### src/rtl/io_mmio_ctrl.sv
// MMIO register block for the I/O region: UART status/rx/tx registers with
// ready/valid handshakes, plus software-resettable cycle and retired-instruction counters.
module io_mmio_ctrl #(
    parameter int ADDR_W = 32,
    parameter int CNT_W  = 32
) (
    input  logic              clk,
    input  logic              rst,
    input  logic              io_en,
    input  logic              io_store_en,
    input  logic [3:0]        io_wea,
    input  logic [ADDR_W-1:0] io_addr,
    input  logic [31:0]       io_wdata,
    output logic [31:0]       io_rdata,
    input  logic              inst_retire,
    output logic [7:0]        uart_tx_data,
    output logic              uart_tx_valid,
    input  logic              uart_tx_ready,
    input  logic [7:0]        uart_rx_data,
    input  logic              uart_rx_valid,
    output logic              uart_rx_ready
);

    // Word indices within the I/O window (io_addr[7:2]).
    localparam int IDX_UART_CTRL = 0;
    localparam int IDX_UART_RX   = 1;
    localparam int IDX_UART_TX   = 2;
    localparam int IDX_CYCLE     = 4;
    localparam int IDX_INST      = 5;
    localparam int IDX_CNT_RST   = 6;
    localparam int NUM_REGS      = 7;

    logic                wr;
    logic                rd;
    logic [5:0]          reg_idx;
    logic [NUM_REGS-1:0] reg_hit;

    logic [31:0]         io_rdata_reg;
    logic [31:0]         rdata_next;
    logic [7:0]          uart_tx_data_reg;
    logic                uart_tx_valid_reg;
    logic                tx_load;
    logic                tx_done;

    logic [CNT_W-1:0]    cycle_cnt_reg;
    logic [CNT_W-1:0]    inst_cnt_reg;
    logic                cnt_clear;
    logic [31:0]         cycle_rd;
    logic [31:0]         inst_rd;

    assign wr      = io_en & io_store_en & (|io_wea);
    assign rd      = io_en & (io_wea == 4'b0000);
    assign reg_idx = io_addr[7:2];

    genvar gi;
    generate
        for (gi = 0; gi < NUM_REGS; gi++) begin : g_decode
            assign reg_hit[gi] = (reg_idx == 6'(gi));
        end
    endgenerate

    // Counters are presented as 32-bit words regardless of CNT_W.
    generate
        if (CNT_W == 32) begin : g_cnt_exact
            assign cycle_rd = cycle_cnt_reg;
            assign inst_rd  = inst_cnt_reg;
        end else if (CNT_W < 32) begin : g_cnt_narrow
            assign cycle_rd = {{(32-CNT_W){1'b0}}, cycle_cnt_reg};
            assign inst_rd  = {{(32-CNT_W){1'b0}}, inst_cnt_reg};
        end else begin : g_cnt_wide
            logic unused_cnt_hi;
            assign cycle_rd      = cycle_cnt_reg[31:0];
            assign inst_rd       = inst_cnt_reg[31:0];
            assign unused_cnt_hi = ^{cycle_cnt_reg[CNT_W-1:32], inst_cnt_reg[CNT_W-1:32]};
        end
    endgenerate

    // Handshake happens in the load cycle itself; rdata captures the byte at the same edge.
    assign uart_rx_ready = ~rst & rd & reg_hit[IDX_UART_RX] & uart_rx_valid;

    always_comb begin
        rdata_next = '0;
        if (reg_hit[IDX_UART_CTRL]) rdata_next = {30'b0, uart_rx_valid, ~uart_tx_valid_reg};
        if (reg_hit[IDX_UART_RX])   rdata_next = {24'b0, uart_rx_data};
        if (reg_hit[IDX_CYCLE])     rdata_next = cycle_rd;
        if (reg_hit[IDX_INST])      rdata_next = inst_rd;
    end

    always_ff @(posedge clk) begin
        if (rst) begin
            io_rdata_reg <= '0;
        end else if (io_en) begin
            io_rdata_reg <= rdata_next;
        end
    end

    // A store to the tx register while a byte is pending is dropped.
    assign tx_load = wr & reg_hit[IDX_UART_TX] & io_wea[0] & ~uart_tx_valid_reg;
    assign tx_done = uart_tx_valid_reg & uart_tx_ready;

    always_ff @(posedge clk) begin
        if (rst) begin
            uart_tx_valid_reg <= 1'b0;
            uart_tx_data_reg  <= '0;
        end else if (tx_done) begin
            uart_tx_valid_reg <= 1'b0;
        end else if (tx_load) begin
            uart_tx_valid_reg <= 1'b1;
            uart_tx_data_reg  <= io_wdata[7:0];
        end
    end

    assign cnt_clear = wr & reg_hit[IDX_CNT_RST];

    always_ff @(posedge clk) begin
        if (rst || cnt_clear) begin
            cycle_cnt_reg <= '0;
            inst_cnt_reg  <= '0;
        end else begin
            cycle_cnt_reg <= cycle_cnt_reg + CNT_W'(1);
            if (inst_retire) begin
                inst_cnt_reg <= inst_cnt_reg + CNT_W'(1);
            end
        end
    end

    assign io_rdata      = io_rdata_reg;
    assign uart_tx_data  = uart_tx_data_reg;
    assign uart_tx_valid = uart_tx_valid_reg;

    logic unused_ok;
    assign unused_ok = ^{io_addr[ADDR_W-1:8], io_addr[1:0], io_wdata[31:8], reg_hit[3]};

endmodule

### config.mk
export PLATFORM = sky130hd
export DESIGN_NAME = io_mmio_ctrl
export DESIGN_NICKNAME = d
export VERILOG_FILES = /design/src/rtl/io_mmio_ctrl.sv
export SDC_FILE = /design/constraint.sdc
export NUM_CORES = 1
export LEC_CHECK = 0
export CORE_ASPECT_RATIO = 1.2
export CORE_UTILIZATION = 49
export DETAILED_ROUTE_END_ITERATION = 16
export PLACE_DENSITY_LB_ADDON = 0.15
export SLEW_MARGIN = 20
export SYNTH_ARGS = -nofsm -noshare
export SYNTH_HDL_FRONTEND = slang
export SYNTH_SLANG_ARGS = --single-unit
### constraint.sdc
create_clock -name clk -period 2.22 [get_ports clk]
set_input_delay 0.444 -clock clk [delete_from_list [all_inputs] [get_ports clk]]
set_output_delay 0.444 -clock clk [all_outputs]
set_load 0.05 [all_outputs]
==> reports/results.tsv, run 1 <==
metric	value	unit
start_kind	primary input	
reg2reg_from	inst_cnt_reg[7]$_SDFFE_PP0P_	
antenna_found_initial	0	
clk_pin_slew_worst_paths	70	ps
synth_cell_types	47	
rows	39	
skew	7.20	ps
async_flop_share	0	%
maxCapViolCount	0	
drt_first_pass_iters	5	
powerDensity	629	nW/um2
yosysSeqAreaShare	42.2	%
finalCritPeriodShare	97.0	%
outcome	complete, no violations	
synthTopCellsByArea	dfxtp_1, nor2_1, a21oi_1	
arrival	1710	ps
irDropWorstVdd	355	uV
synth_edf_count	0	
endpoint_kind	output port	
synth_cells	569	
synth_top_area_share	42.2	%
r2r_cells	4	
drc	0	
pin_count	125	
period_needed	2150	ps
drive_above_1_share	9.89	%
gr-usage-all-layers	26.1	%
synth_most_common_cell	dfxtp_1	
diodes	0	
finalSetupViolCount	0	
path_max_fanout	8	
synthTopCellsByCount	dfxtp_1, nor2_1, a21oi_1	
synth_top_cell_by_area	dfxtp_1	
core-area	9710	um2
cts-root-buf	clkbuf_16	
slew_viol_final	0	
fin_cells	770	
gr-total-overflow	0	
htree_levels	3	
required	1780	ps
vias_per_cell	6.08	
grt_pass1_vias	4579	
syn_area	4980	um2
postRouteAntennaNets	0	
utilization	64.3	%
min_path_type	in -> reg	
synth-main-ff-cell	dfxtp_1	
r2r_slack	320	ps
placed_cells	753	
dp_hpwl	9580	um
syn_nets	654	
reg2reg_to	inst_cnt_reg[28]$_SDFFE_PP0P_	
die_x	94.0	um
syn_area_per_cell	8.75	um2
finalWeightedCongestion	0.854	
start_util	51.2	%
critPathKind	in -> out	
area_growth	25.5	%
fmax	464	MHz
hold_viol	0	
fin_nets	727	
worstSkewPairLatency	350	ps
wl	13200	um
crit_start	io_addr[2]	
yosys_warnings	0	
fillCellCount	835	
maxSlewHeadroom	63.5	%
die_h	112	um
crit_chain	clkdlybuf4s50_1 -> nor4bb_1 -> and3_4 -> buf_12	
vias	4679	
detail_route.wl_per_cell	17.1	um
rsz0062_at_grt	false	
slowest_delay	630	ps
grt_max_degree	44	
tightest_slew	546	ps
die_area	10600	um2
drt_iter0_drc	285	
cts_buffer_depth	2	
setup.worst_path.end	uart_rx_ready	
slowest_stage	clkdlybuf4s50_1	
leakagePower	2.15	nW
grt_pass1_wl	21700	um
synth_seq_cells	105	
clkSinkCount	105	
cts_tree	yes	
portBuffers	74	
cts_made_buffers	9	
## metal layers
layer | GRT usage [%] | wire length, um
met4 | 14.7 | 531
met3 | 2.85 | 334
met1 | 29.1 | 5330
met2 | 47.5 | 7010
met5 | 0 | 0
## worst min path at each step
stage | cells past startpoint | startpoint | end | slack (ps)
after floorplan | 2 | inst_cnt_reg[31]$_SDFFE_PP0P_ | inst_cnt_reg[31]$_SDFFE_PP0P_ | 440
after global placement | 2 | inst_cnt_reg[31]$_SDFFE_PP0P_ | inst_cnt_reg[31]$_SDFFE_PP0P_ | 460
after detailed placement | 2 | inst_cnt_reg[31]$_SDFFE_PP0P_ | inst_cnt_reg[31]$_SDFFE_PP0P_ | 460
after CTS | 3 | io_en | io_rdata[6]$_SDFFE_PP0P_ | 440
after global routing | 3 | io_en | io_rdata[6]$_SDFFE_PP0P_ | 480
final | 3 | io_en | io_rdata[6]$_SDFFE_PP0P_ | 460
## cells by family after synthesis
group / share of synthesized area (%)
xor gates and xnor gates: 4.05
adders and majority gates: 0.503
and+or+nand+nor: 26.7
AOI/OAI and AO/OA: 19.2
muxes: 2.41
buffers and inverters: 4.88
DFF: 42.2
## cell usage in the layout (no fill, tap or decap), drive strengths merged, types with 2 or more instances in the layout
cell type / instances
clkinv: 3
nor4: 5
xor2: 16
or4: 24
a31oi: 2
a22oi: 25
buf: 33
ha: 2
clkbuf: 9
dlymetal6s2s: 2
a21oi: 48
nand3: 27
xnor2: 7
o21a: 3
nand4: 21
nand2: 25
clkdlybuf4s50: 70
nand2b: 9
or3: 10
mux2i: 12
o31ai: 23
nor3: 5
dfxtp: 105
and2: 5
nor2: 72
o211ai: 6
a211oi: 25
and3b: 2
and4: 13
o21ai: 12
inv: 9
and3: 8
## critical path, delay by kind of cell
kind / cells / cell delay, ps
simple gates: 2 / 510
buf+inv: 2 / 760
## layout make-up
type	count	area (um2)	share of cell area, %
clock buffer	9	225	3.61
clock inverter	7	77.6	1.24
inverter	7	26.3	0.421
multi-input combinational	414	2640	42.3
sequential	105	2100	33.7
tap	123	154	2.46
timing repair buffer	105	1020	16.3
## report_power, final
group,switching [W],internal [W],total (W)
logic,0.000214,0.000154,0.000368
registers,0.0000225,0.00191,0.00194
clock network,0.000738,0.000885,0.00162
## repair_timing
item / 4_1_cts / 5_1_grt
gates resized for setup: 1 / 3
pin swaps: 1 / 2
endpoints found under the setup margin: 1 / 1
setup buffers: 1 / 0
hold buffers: 0 / 0
## per-stage QoR
step / area, um2 / setup TNS, ps / total power (W) / worst slack, ps / hold WS, ps
detailed placement: 5920 / -212 / 0.00235 / -40.1 / 464
CTS: 6240 / 0 / 0.00396 / 1.06 / 441
floorplan: 4980 / 0 / 0.00218 / 173 / 443
finish: 6240 / 0 / 0.00393 / 65.6 / 456
global placement: 5920 / -52.5 / 0.00234 / -52.5 / 457
global route: 6240 / 0 / 0.00406 / 0.344 / 483
Note: power is estimated with default switching activity, not from simulation.
==> run 2: changes to the inputs <==
--- a/config.mk
+++ b/config.mk
@@ -8,6 +8,7 @@
 export CORE_ASPECT_RATIO = 1.2
 export CORE_UTILIZATION = 49
 export DETAILED_ROUTE_END_ITERATION = 16
+export GPL_ROUTABILITY_DRIVEN = 0
 export PLACE_DENSITY_LB_ADDON = 0.15
 export SLEW_MARGIN = 20
 export SYNTH_ARGS = -nofsm -noshare
==> results of run 2 <==
The final DEF is identical to that of run 1; final timing and power are the same.
